File: config.mk
export PLATFORM = sky130hd
export DESIGN_NAME = dtc_seq_walker_flat
export DESIGN_NICKNAME = d
export VERILOG_FILES = /design/src/rtl/dtc_seq_walker_if.sv /design/src/rtl/dtc_seq_walker.sv /design/src/flat_wrapper.sv
export SDC_FILE = /design/constraint.sdc
export NUM_CORES = 1
export LEC_CHECK = 0
export ABC_CLOCK_PERIOD_IN_PS = 4750
export BUFFER_PORTS_ARGS = -buffer_cell sky130_fd_sc_hd__buf_2
export CAP_MARGIN = 15
export CORE_MARGIN = 1
export CORE_UTILIZATION = 50
export CTS_CLUSTER_SIZE = 16
export DETAILED_ROUTE_END_ITERATION = 8
export PLACE_DENSITY_LB_ADDON = 0.15
export SLEW_MARGIN = 5
export SYNTH_ARGS = -nofsm -noshare
export SYNTH_HDL_FRONTEND = slang
export SYNTH_SLANG_ARGS = --single-unit
File: constraint.sdc
create_clock -name clk -period 4.75 [get_ports clk]
set_input_delay 0.95 -clock clk [delete_from_list [all_inputs] [get_ports clk]]
set_output_delay 0.95 -clock clk [all_outputs]
set_load 0.02 [all_outputs]
File: src/rtl/dtc_seq_walker_if.sv
// Handshake and table-write bundle for dtc_seq_walker.
// master = feature source / result sink / table loader, slave = engine.
interface dtc_seq_walker_if #(
  parameter int N_FEAT  = 12,
  parameter int CLASS_W = 3,
  parameter int DEPTH   = 4
);
  localparam int FIDX_W = $clog2(N_FEAT);
  localparam int CFG_W  =
    (FIDX_W > CLASS_W) ? FIDX_W : CLASS_W;

  logic [N_FEAT-1:0]  inp;
  logic               in_valid;
  logic               in_ready;
  logic [CLASS_W-1:0] outp;
  logic               out_valid;
  logic               out_ready;
  logic               cfg_we;
  logic               cfg_sel;
  logic [DEPTH-1:0]   cfg_addr;
  logic [CFG_W-1:0]   cfg_wdata;
  logic               cfg_err;

  modport master (
    output inp, in_valid, out_ready,
    output cfg_we, cfg_sel, cfg_addr, cfg_wdata,
    input  in_ready, outp, out_valid, cfg_err
  );

  modport slave (
    input  inp, in_valid, out_ready,
    input  cfg_we, cfg_sel, cfg_addr, cfg_wdata,
    output in_ready, outp, out_valid, cfg_err
  );
endinterface

File: src/rtl/dtc_seq_walker.sv
// Sequential decision-tree classifier, one tree level per clock.
// Optional macro DTC_PATH_EN adds path_o (decision bits, root in MSB).
module dtc_seq_walker #(
  parameter int N_FEAT  = 12,
  parameter int CLASS_W = 3,
  parameter int DEPTH   = 4
) (
  input  logic clk,
  input  logic rst_n,
  dtc_seq_walker_if.slave bus
`ifdef DTC_PATH_EN
  ,
  output logic [DEPTH-1:0] path_o
`endif
);
  localparam int FIDX_W = $clog2(N_FEAT);
  localparam int NNODE  = 2**DEPTH - 1;
  localparam int NLEAF  = 2**DEPTH;
  localparam int IW     = DEPTH + 1;
  localparam int LW     = $clog2(DEPTH + 1);

  localparam logic [1:0] S_IDLE = 2'd0;
  localparam logic [1:0] S_WALK = 2'd1;
  localparam logic [1:0] S_DONE = 2'd2;

  logic [1:0]         state_q, state_d;
  logic [N_FEAT-1:0]  feat_q, feat_d;
  logic [IW-1:0]      idx_q, idx_d;
  logic [LW-1:0]      lvl_q, lvl_d;
  logic [CLASS_W-1:0] outp_q, outp_d;
  logic               cfg_err_q, cfg_err_d;

  logic [FIDX_W-1:0]  node_q [NLEAF];
  logic [CLASS_W-1:0] leaf_q [NLEAF];

  logic [FIDX_W-1:0] fsel;
  logic              bit_b;
  logic [IW-1:0]     idx_nx;
  logic [DEPTH-1:0]  leaf_a;
  logic              last;
  logic              cfg_bad;
  logic              node_w;
  logic              leaf_w;

  assign fsel = node_q[idx_q[DEPTH-1:0]];

  // Out-of-range feature indices read as a left turn
  assign bit_b =
    ({1'b0, fsel} < (FIDX_W+1)'(N_FEAT))
      ? feat_q[fsel] : 1'b0;

  assign idx_nx = {idx_q[IW-2:0], 1'b0}
                + IW'(1) + IW'(bit_b);
  assign leaf_a = idx_nx[DEPTH-1:0]
                - DEPTH'(NNODE);
  assign last   = (lvl_q == LW'(DEPTH - 1));

  // Node address NNODE is the only illegal DEPTH-bit value
  assign cfg_bad = bus.cfg_we &&
    ((state_q == S_WALK) ||
     (!bus.cfg_sel &&
      bus.cfg_addr == DEPTH'(NNODE)));
  assign node_w = bus.cfg_we && !cfg_bad
               && !bus.cfg_sel;
  assign leaf_w = bus.cfg_we && !cfg_bad
               && bus.cfg_sel;
  assign cfg_err_d = cfg_bad;

`ifdef DTC_PATH_EN
  logic [DEPTH-1:0] pw_q, pw_d;
  logic [DEPTH-1:0] path_q, path_d;
  logic [DEPTH-1:0] pw_nx;

  assign pw_nx  = DEPTH'({pw_q, bit_b});
  assign path_o = path_q;
`endif

  always_comb begin
    state_d = state_q;
    feat_d  = feat_q;
    idx_d   = idx_q;
    lvl_d   = lvl_q;
    outp_d  = outp_q;
`ifdef DTC_PATH_EN
    pw_d    = pw_q;
    path_d  = path_q;
`endif
    unique case (state_q)
      S_IDLE: begin
        if (bus.in_valid) begin
          state_d = S_WALK;
          feat_d  = bus.inp;
          idx_d   = '0;
          lvl_d   = '0;
`ifdef DTC_PATH_EN
          pw_d    = '0;
`endif
        end
      end
      S_WALK: begin
        idx_d = idx_nx;
        lvl_d = lvl_q + LW'(1);
`ifdef DTC_PATH_EN
        pw_d  = pw_nx;
`endif
        if (last) begin
          state_d = S_DONE;
          outp_d  = leaf_q[leaf_a];
`ifdef DTC_PATH_EN
          path_d  = pw_nx;
`endif
        end
      end
      S_DONE: begin
        if (bus.out_ready) state_d = S_IDLE;
      end
      default: state_d = S_IDLE;
    endcase
  end

  always_ff @(posedge clk or negedge rst_n) begin
    if (!rst_n) begin
      state_q   <= S_IDLE;
      feat_q    <= '0;
      idx_q     <= '0;
      lvl_q     <= '0;
      outp_q    <= '0;
      cfg_err_q <= 1'b0;
`ifdef DTC_PATH_EN
      pw_q      <= '0;
      path_q    <= '0;
`endif
    end else begin
      state_q   <= state_d;
      feat_q    <= feat_d;
      idx_q     <= idx_d;
      lvl_q     <= lvl_d;
      outp_q    <= outp_d;
      cfg_err_q <= cfg_err_d;
`ifdef DTC_PATH_EN
      pw_q      <= pw_d;
      path_q    <= path_d;
`endif
    end
  end

  always_ff @(posedge clk or negedge rst_n) begin
    if (!rst_n) begin
      for (int i = 0; i < NLEAF; i++) begin
        node_q[i] <= '0;
        leaf_q[i] <= '0;
      end
    end else begin
      if (node_w)
        node_q[bus.cfg_addr] <=
          bus.cfg_wdata[FIDX_W-1:0];
      if (leaf_w)
        leaf_q[bus.cfg_addr] <=
          bus.cfg_wdata[CLASS_W-1:0];
    end
  end

  assign bus.in_ready  = (state_q == S_IDLE);
  assign bus.out_valid = (state_q == S_DONE);
  assign bus.outp      = outp_q;
  assign bus.cfg_err   = cfg_err_q;
endmodule
File: src/flat_wrapper.sv
// flat-port wrapper written by rule: the top's interface ports become plain ports
module dtc_seq_walker_flat 
#(
  parameter int N_FEAT  = 12,
  parameter int CLASS_W = 3,
  parameter int DEPTH   = 4
)
  (clk, rst_n, bus_inp, bus_in_valid, bus_out_ready, bus_cfg_we, bus_cfg_sel, bus_cfg_addr, bus_cfg_wdata, bus_in_ready, bus_outp, bus_out_valid, bus_cfg_err);
  dtc_seq_walker_if #(.N_FEAT(N_FEAT), .CLASS_W(CLASS_W), .DEPTH(DEPTH)) bus_i ();
  input  logic clk;
  input  logic rst_n;
  input wire logic [$bits(bus_i.inp)-1:0] bus_inp;
  input wire logic [$bits(bus_i.in_valid)-1:0] bus_in_valid;
  input wire logic [$bits(bus_i.out_ready)-1:0] bus_out_ready;
  input wire logic [$bits(bus_i.cfg_we)-1:0] bus_cfg_we;
  input wire logic [$bits(bus_i.cfg_sel)-1:0] bus_cfg_sel;
  input wire logic [$bits(bus_i.cfg_addr)-1:0] bus_cfg_addr;
  input wire logic [$bits(bus_i.cfg_wdata)-1:0] bus_cfg_wdata;
  output wire logic [$bits(bus_i.in_ready)-1:0] bus_in_ready;
  output wire logic [$bits(bus_i.outp)-1:0] bus_outp;
  output wire logic [$bits(bus_i.out_valid)-1:0] bus_out_valid;
  output wire logic [$bits(bus_i.cfg_err)-1:0] bus_cfg_err;
  assign bus_i.inp = bus_inp;
  assign bus_i.in_valid = bus_in_valid;
  assign bus_i.out_ready = bus_out_ready;
  assign bus_i.cfg_we = bus_cfg_we;
  assign bus_i.cfg_sel = bus_cfg_sel;
  assign bus_i.cfg_addr = bus_cfg_addr;
  assign bus_i.cfg_wdata = bus_cfg_wdata;
  assign bus_in_ready = bus_i.in_ready;
  assign bus_outp = bus_i.outp;
  assign bus_out_valid = bus_i.out_valid;
  assign bus_cfg_err = bus_i.cfg_err;
  dtc_seq_walker #(.N_FEAT(N_FEAT), .CLASS_W(CLASS_W), .DEPTH(DEPTH)) u_core (.clk(clk), .rst_n(rst_n), .bus(bus_i));
endmodule
# Word-level counts from Yosys, hierarchy flattened
# Index checks and enable logic that the tools add are counted.
# W data, S select, Z words.
# word_totals
register_bits,137
wordCells,96
# classes
add_sub_neg,4
n_lt_le_gt_ge,6
eq_ne,7
muxes,23
n_bitwise,3
n_reduce_logical,15
# op_table
operator,count
$bwmux W64,1
$bwmux W48,1
$bmux W4 S4,1
$demux W4 S4,1
$mux W4,4
$ge A5 B5 Y1 const B,3
$not A4 Y5,3
$bmux W3 S4,1
$demux W3 S4,1
$mux W3,4
$pmux W4 S2,1
$logic_and A1 B1 Y1,6
$mux W2,3
$pmux W2 S3,1
$pmux W3 S2,1
$reduce_and A2 Y1,3
$lt A4 B5 Y1 const B,1
$lt A5 B1 Y1 const B,1
$add A4 B1 Y4,1
$add A4 B1 Y4 const B,1
$bmux W1 S4,1
$eq A4 B4 Y1 const B,1
$lt A4 B4 Y1 const B,1
$ne A2 B2 Y1 const B,2
12 further kinds,14

# Longest topological paths before layout
# logic_depth
word_depth,13
mapped_depth,13
mapped_depth_nobuf,10

# Worst setup path before layout
# OpenSTA, ideal clock, no wires.
# synth_timing
kind,register to register
startpoint,register u_core.idx_q[0]
endpoint,register u_core.outp_q[0] (netlist: u_core.bus.outp[0])
setup_ns,0.126
arrival_time_ns,3.243
required_time_ns,4.624
slack_ns,1.381
path_stages_with_launch,12
period_less_slack_ns,3.369
cell_sequence,dfrtp_1 buf_6 mux4_1 a22oi_2 nand2_1 mux2i_1 a22o_2 o31ai_4 mux2i_1 xnor2_2 a41o_2 o32a_1
# synth_via
elab_chain_cells,13
# synth_rtl
element,line_no,rtl
"start, declared",dtc_seq_walker.sv:28,"logic [IW-1:0] idx_q, idx_d;"
"start signal, assigned",dtc_seq_walker.sv:136,idx_q <= idx_d;
$not A4 Y5 (implied by the code),dtc_seq_walker.sv:45,assign fsel = node_q[idx_q[DEPTH-1:0]];
$bmux W4 S4,dtc_seq_walker.sv:45,
$mux W4 (implied by the code) (2 in a row),dtc_seq_walker.sv:45,
$bmux W1 S4,dtc_seq_walker.sv:50,? feat_q[fsel] : 1'b0;
$mux W1 (implied by the code),dtc_seq_walker.sv:50,
$mux W1,dtc_seq_walker.sv:50,
$add A4 B1 Y4 *,dtc_seq_walker.sv:53,+ IW'(1) + IW'(bit_b);
$sub A4 B4 Y4 *,dtc_seq_walker.sv:55,- DEPTH'(NNODE);
$not A4 Y5 (implied by the code) *,dtc_seq_walker.sv:108,outp_d = leaf_q[leaf_a];
$bmux W3 S4 *,dtc_seq_walker.sv:108,
$mux W3 (implied by the code) * (2 in a row),dtc_seq_walker.sv:108,
"end signal, assigned",dtc_seq_walker.sv:138,outp_q <= outp_d;
"end, declared",dtc_seq_walker.sv:30,"logic [CLASS_W-1:0] outp_q, outp_d;"
# Mark *: on every way between the ends. The rest lies on a longest branch, timed or not. The select of a mux whose other input is x is not followed.
# A chain may end at the register's enable or synchronous reset.

# Final worst setup path
# layout_timing
startpoint,register u_core.idx_q[1]
endpoint,register u_core.outp_q[0] (netlist: u_core.bus.outp[0])
# The elaborated chain is that of the path after synthesis.

==> results.py <==
metrics = {
    "cts": {
        "cts.repair_timing.setup_buffer_count": 0,
        "clk_pin_slew_worst_paths_ps": 60,
        "post_cts_resized": 0,
        "insertion_delay_ps": 420,
        "clock_tree.root_cell": "clkbuf_16",
        "cts_tree": "yes",
        "cts.htree.levels": 4,
        "ctsHoldBuffers": 0,
        "cts_inserted_buffers": 17,
        "clock_path_buffers": 2,
        "clock_sink_count": 137,
    },
    "synth": {
        "synthArstFlopShare_pct": 100,
        "synth_top_family_by_area": "multiplexers",
        "yosys.area_share.simple_pct": 10.1,
        "ys.warnings.count": 0,
        "syn_avg_cell_area_um2": 12.4,
        "synth.top_cells.by_area": "dfrtp_1 (49%), mux2_2 (18%), mux2i_1 (7.3%), mux4_2 (3.5%), nand2_1 (2.9%)",
        "synthAdderAreaFrac_pct": 0.535,
        "post_synthesis_cell_area_um2": 7010,
        "synth_compound_area_share_pct": 6.16,
        "netlist_top_cells_count": "dfrtp_1 (137), mux2_2 (110), nand2_1 (54)",
        "synth.net_count": 594,
        "ys_seq_elements": 137,
        "post_synth_xor_area_fraction_pct": 0.607,
        "share_of_the_yosys_chip_area_belonging_to_registers_pct": 48.9,
        "library_cells_used_by_synthesis": 53,
        "yosysMostFrequentCell": "dfrtp_1",
        "area_share_of_the_largest_cell_type_after_synthesis_pct": 48.9,
        "muxShareOfSynthArea_pct": 31.3,
        "synth_cells": 565,
        "library_cell_with_the_largest_summed_area_after_synthesis": "dfrtp_1",
        "synth_flop_cell": "dfrtp_1",
        "synth_edf_count": 0,
    },
    "min_path": {
        "hold-path-cell-count": 0,
        "worstHoldPathType": "flip-flop to flip-flop",
    },
    "global_routing": {
        "grt_first_pass_wirelength_um": 26100,
        "grt.total_usage_pct": 23.8,
        "grt_pass1_vias": 4777,
        "grt_max_degree": 108,
        "grt_antenna_before_repair": 0,
        "grt_overflow": 0,
    },
    "critical_path": {
        "worst-endpoint-required_ps": 5050,
        "worst-endpoint-arrival_ps": 4280,
        "criticalPathCategory": "flip-flop to flip-flop",
        "r2r_slack_ps": 770,
        "reg2regPathDepth": 10,
        "crit_path_start_kind": "flip-flop",
        "cp_max_fo": 22,
        "timing.critical_path.to_type": "flip-flop",
    },
    "layout": {
        "utilization_pct": 58.3,
        "syn_to_final_growth_pct": 11.9,
        "layout.filler_cells": 1121,
        "layout-drive-gt1-share_pct": 33.9,
        "diodes_inserted": 0,
        "nNetsFinal": 615,
    },
    "sta": {
        "report.final.hold_viol_count": 0,
        "tns_ps": 0,
        "period_needed_ps": 3980,
        "hold-worst-slack_ps": 374,
        "top_achievable_clock_speed_mhz": 251,
        "worst_slew_pin_slew_ps": 970,
        "number_of_setup_violations_in_the_final_report": 0,
        "rsz0062_at_grt": "false",
        "finalClockSkew_ps": 8.09,
        "max_slew_margin_pct": 35.3,
        "min_period_over_period_pct": 83.7,
        "final_max_slew_viol_count": 0,
    },
    "floorplanning": {
        "fp.coreArea_um2": 13500,
        "dieHeight_um": 120,
        "initial_core_util_pct": 52.1,
        "die_area_um2": 14500,
        "ios": 32,
        "die_width_um": 120,
        "floorplan.rows": 42,
    },
    "outcome": {
        "run_status": "finished clean",
    },
    "run": {
        "cap_viol_max_count": 0,
    },
    "placed_design": {
        "place_congestion": 0.799,
        "dp_wirelength_um": 10800,
        "place.port_buffers": 31,
    },
    "power": {
        "vdd_drop_max_v": 0.000298,
        "leakage_nw": 3.67,
        "power.density_cell_area_nw_per_um2": 697,
    },
    "routing": {
        "drt-wirelength-per-cell_um": 20.2,
        "tritonroute_pass_1_iters": 5,
        "route.detailed.vias_per_inst": 5.87,
        "num_vias": 4550,
        "route.antenna.remaining_nets": 0,
        "route.final.wire_length_um": 15700,
        "drc": 0,
        "drt_initial_violations": 273,
    },
}
critical path: stages (launching register included):
cell and delay (ps):
dfrtp_1 910, mux4_2 440, a22oi_2 350, nand2_1 160
mux2i_1 140, a22o_2 300, o31ai_4 520, mux2i_1 340
xnor2_2 130, a41o_2 270, o32a_1 280
where the power goes:
part	switching [mW]	internal [mW]
combinational	1.23	1.08
clock	0.506	0.801
sequential	0.308	1.55
total	2.04	3.43
worst paths after layout:
kind                             startpoint                 end
max in group asynchronous             rst_n     u_core.idx_q[0]
min                        u_core.node_q[0]    u_core.node_q[0]
max                         u_core.idx_q[1]  u_core.bus.outp[0]
max reg2reg                 u_core.idx_q[1]  u_core.bus.outp[0]
min reg2reg                u_core.node_q[0]    u_core.node_q[0]
min in group asynchronous             rst_n   u_core.node_q[14]
layer usage:
layer	up-vias	share of wire, %	wire [µm]	global-route usage (%)
li1	2095	-	-	-
met1	2329	49	7600	33.8
met2	111	46	7180	36.3
met3	15	4.6	717	6.27
met4	0	1.0	162	6.40
met5	-	0	0	0
state kept, by name (all words and copies together), names as in the netlist:
name / cells
u_core.bus.cfg_err: 1
u_core.idx_q: 4
u_core.feat_q: 12
u_core.bus.outp: 3
u_core.leaf_q: 48
u_core.lvl_q: 3
u_core.node_q: 64
u_core.state_q: 2
logic make-up (layout without fill, tap and decap cells):
kind of cell / after synthesis / count (layout)
buf+inv: 35 / 69
simple gates: 150 / 150
compound gates: 56 / 56
fa+ha+maj: 3 / 3
mux: 180 / 180
flops: 137 / 137
xor+xnor: 4 / 4
metrics by stage:
stage                     total power, mW  setup WS, ps  instance area [µm²]  cells
after floorplan                      3.67          1380                 7010    565
after global placement               4.08           868                 7260    743
after detailed placement             4.16           787                 7260    743
after CTS                            5.48           764                 7840    775
after global routing                 5.79           525                 7840    775
final                                5.47           772                 7840    775
layout make-up:
cell class / count / area (µm²) / share of cell area, %
clock buffer: 22 / 464 / 5.92
clock inverter: 10 / 120 / 1.53
inverter: 3 / 11.3 / 0.144
multi-input combinational: 393 / 3410 / 43.5
sequential: 137 / 3430 / 43.7
tap: 176 / 220 / 2.81
timing repair buffer: 34 / 184 / 2.35
layout by cell type (no fill, tap or decap), types with 10 or more instances in the layout:
| master | netlist | layout |
|---|---|---|
| mux2_2 | 110 | 110 |
| dfrtp_1 | 137 | 137 |
| nand2_1 | 54 | 54 |
| nand3_1 | 10 | 10 |
| o21ai_0 | 21 | 21 |
| mux2i_1 | 51 | 51 |
| buf_2 | 4 | 30 |
| mux4_2 | 11 | 11 |
| clkbuf_16 | 0 | 17 |
| nor2_1 | 41 | 41 |
(Power assumes the default switching activity.)
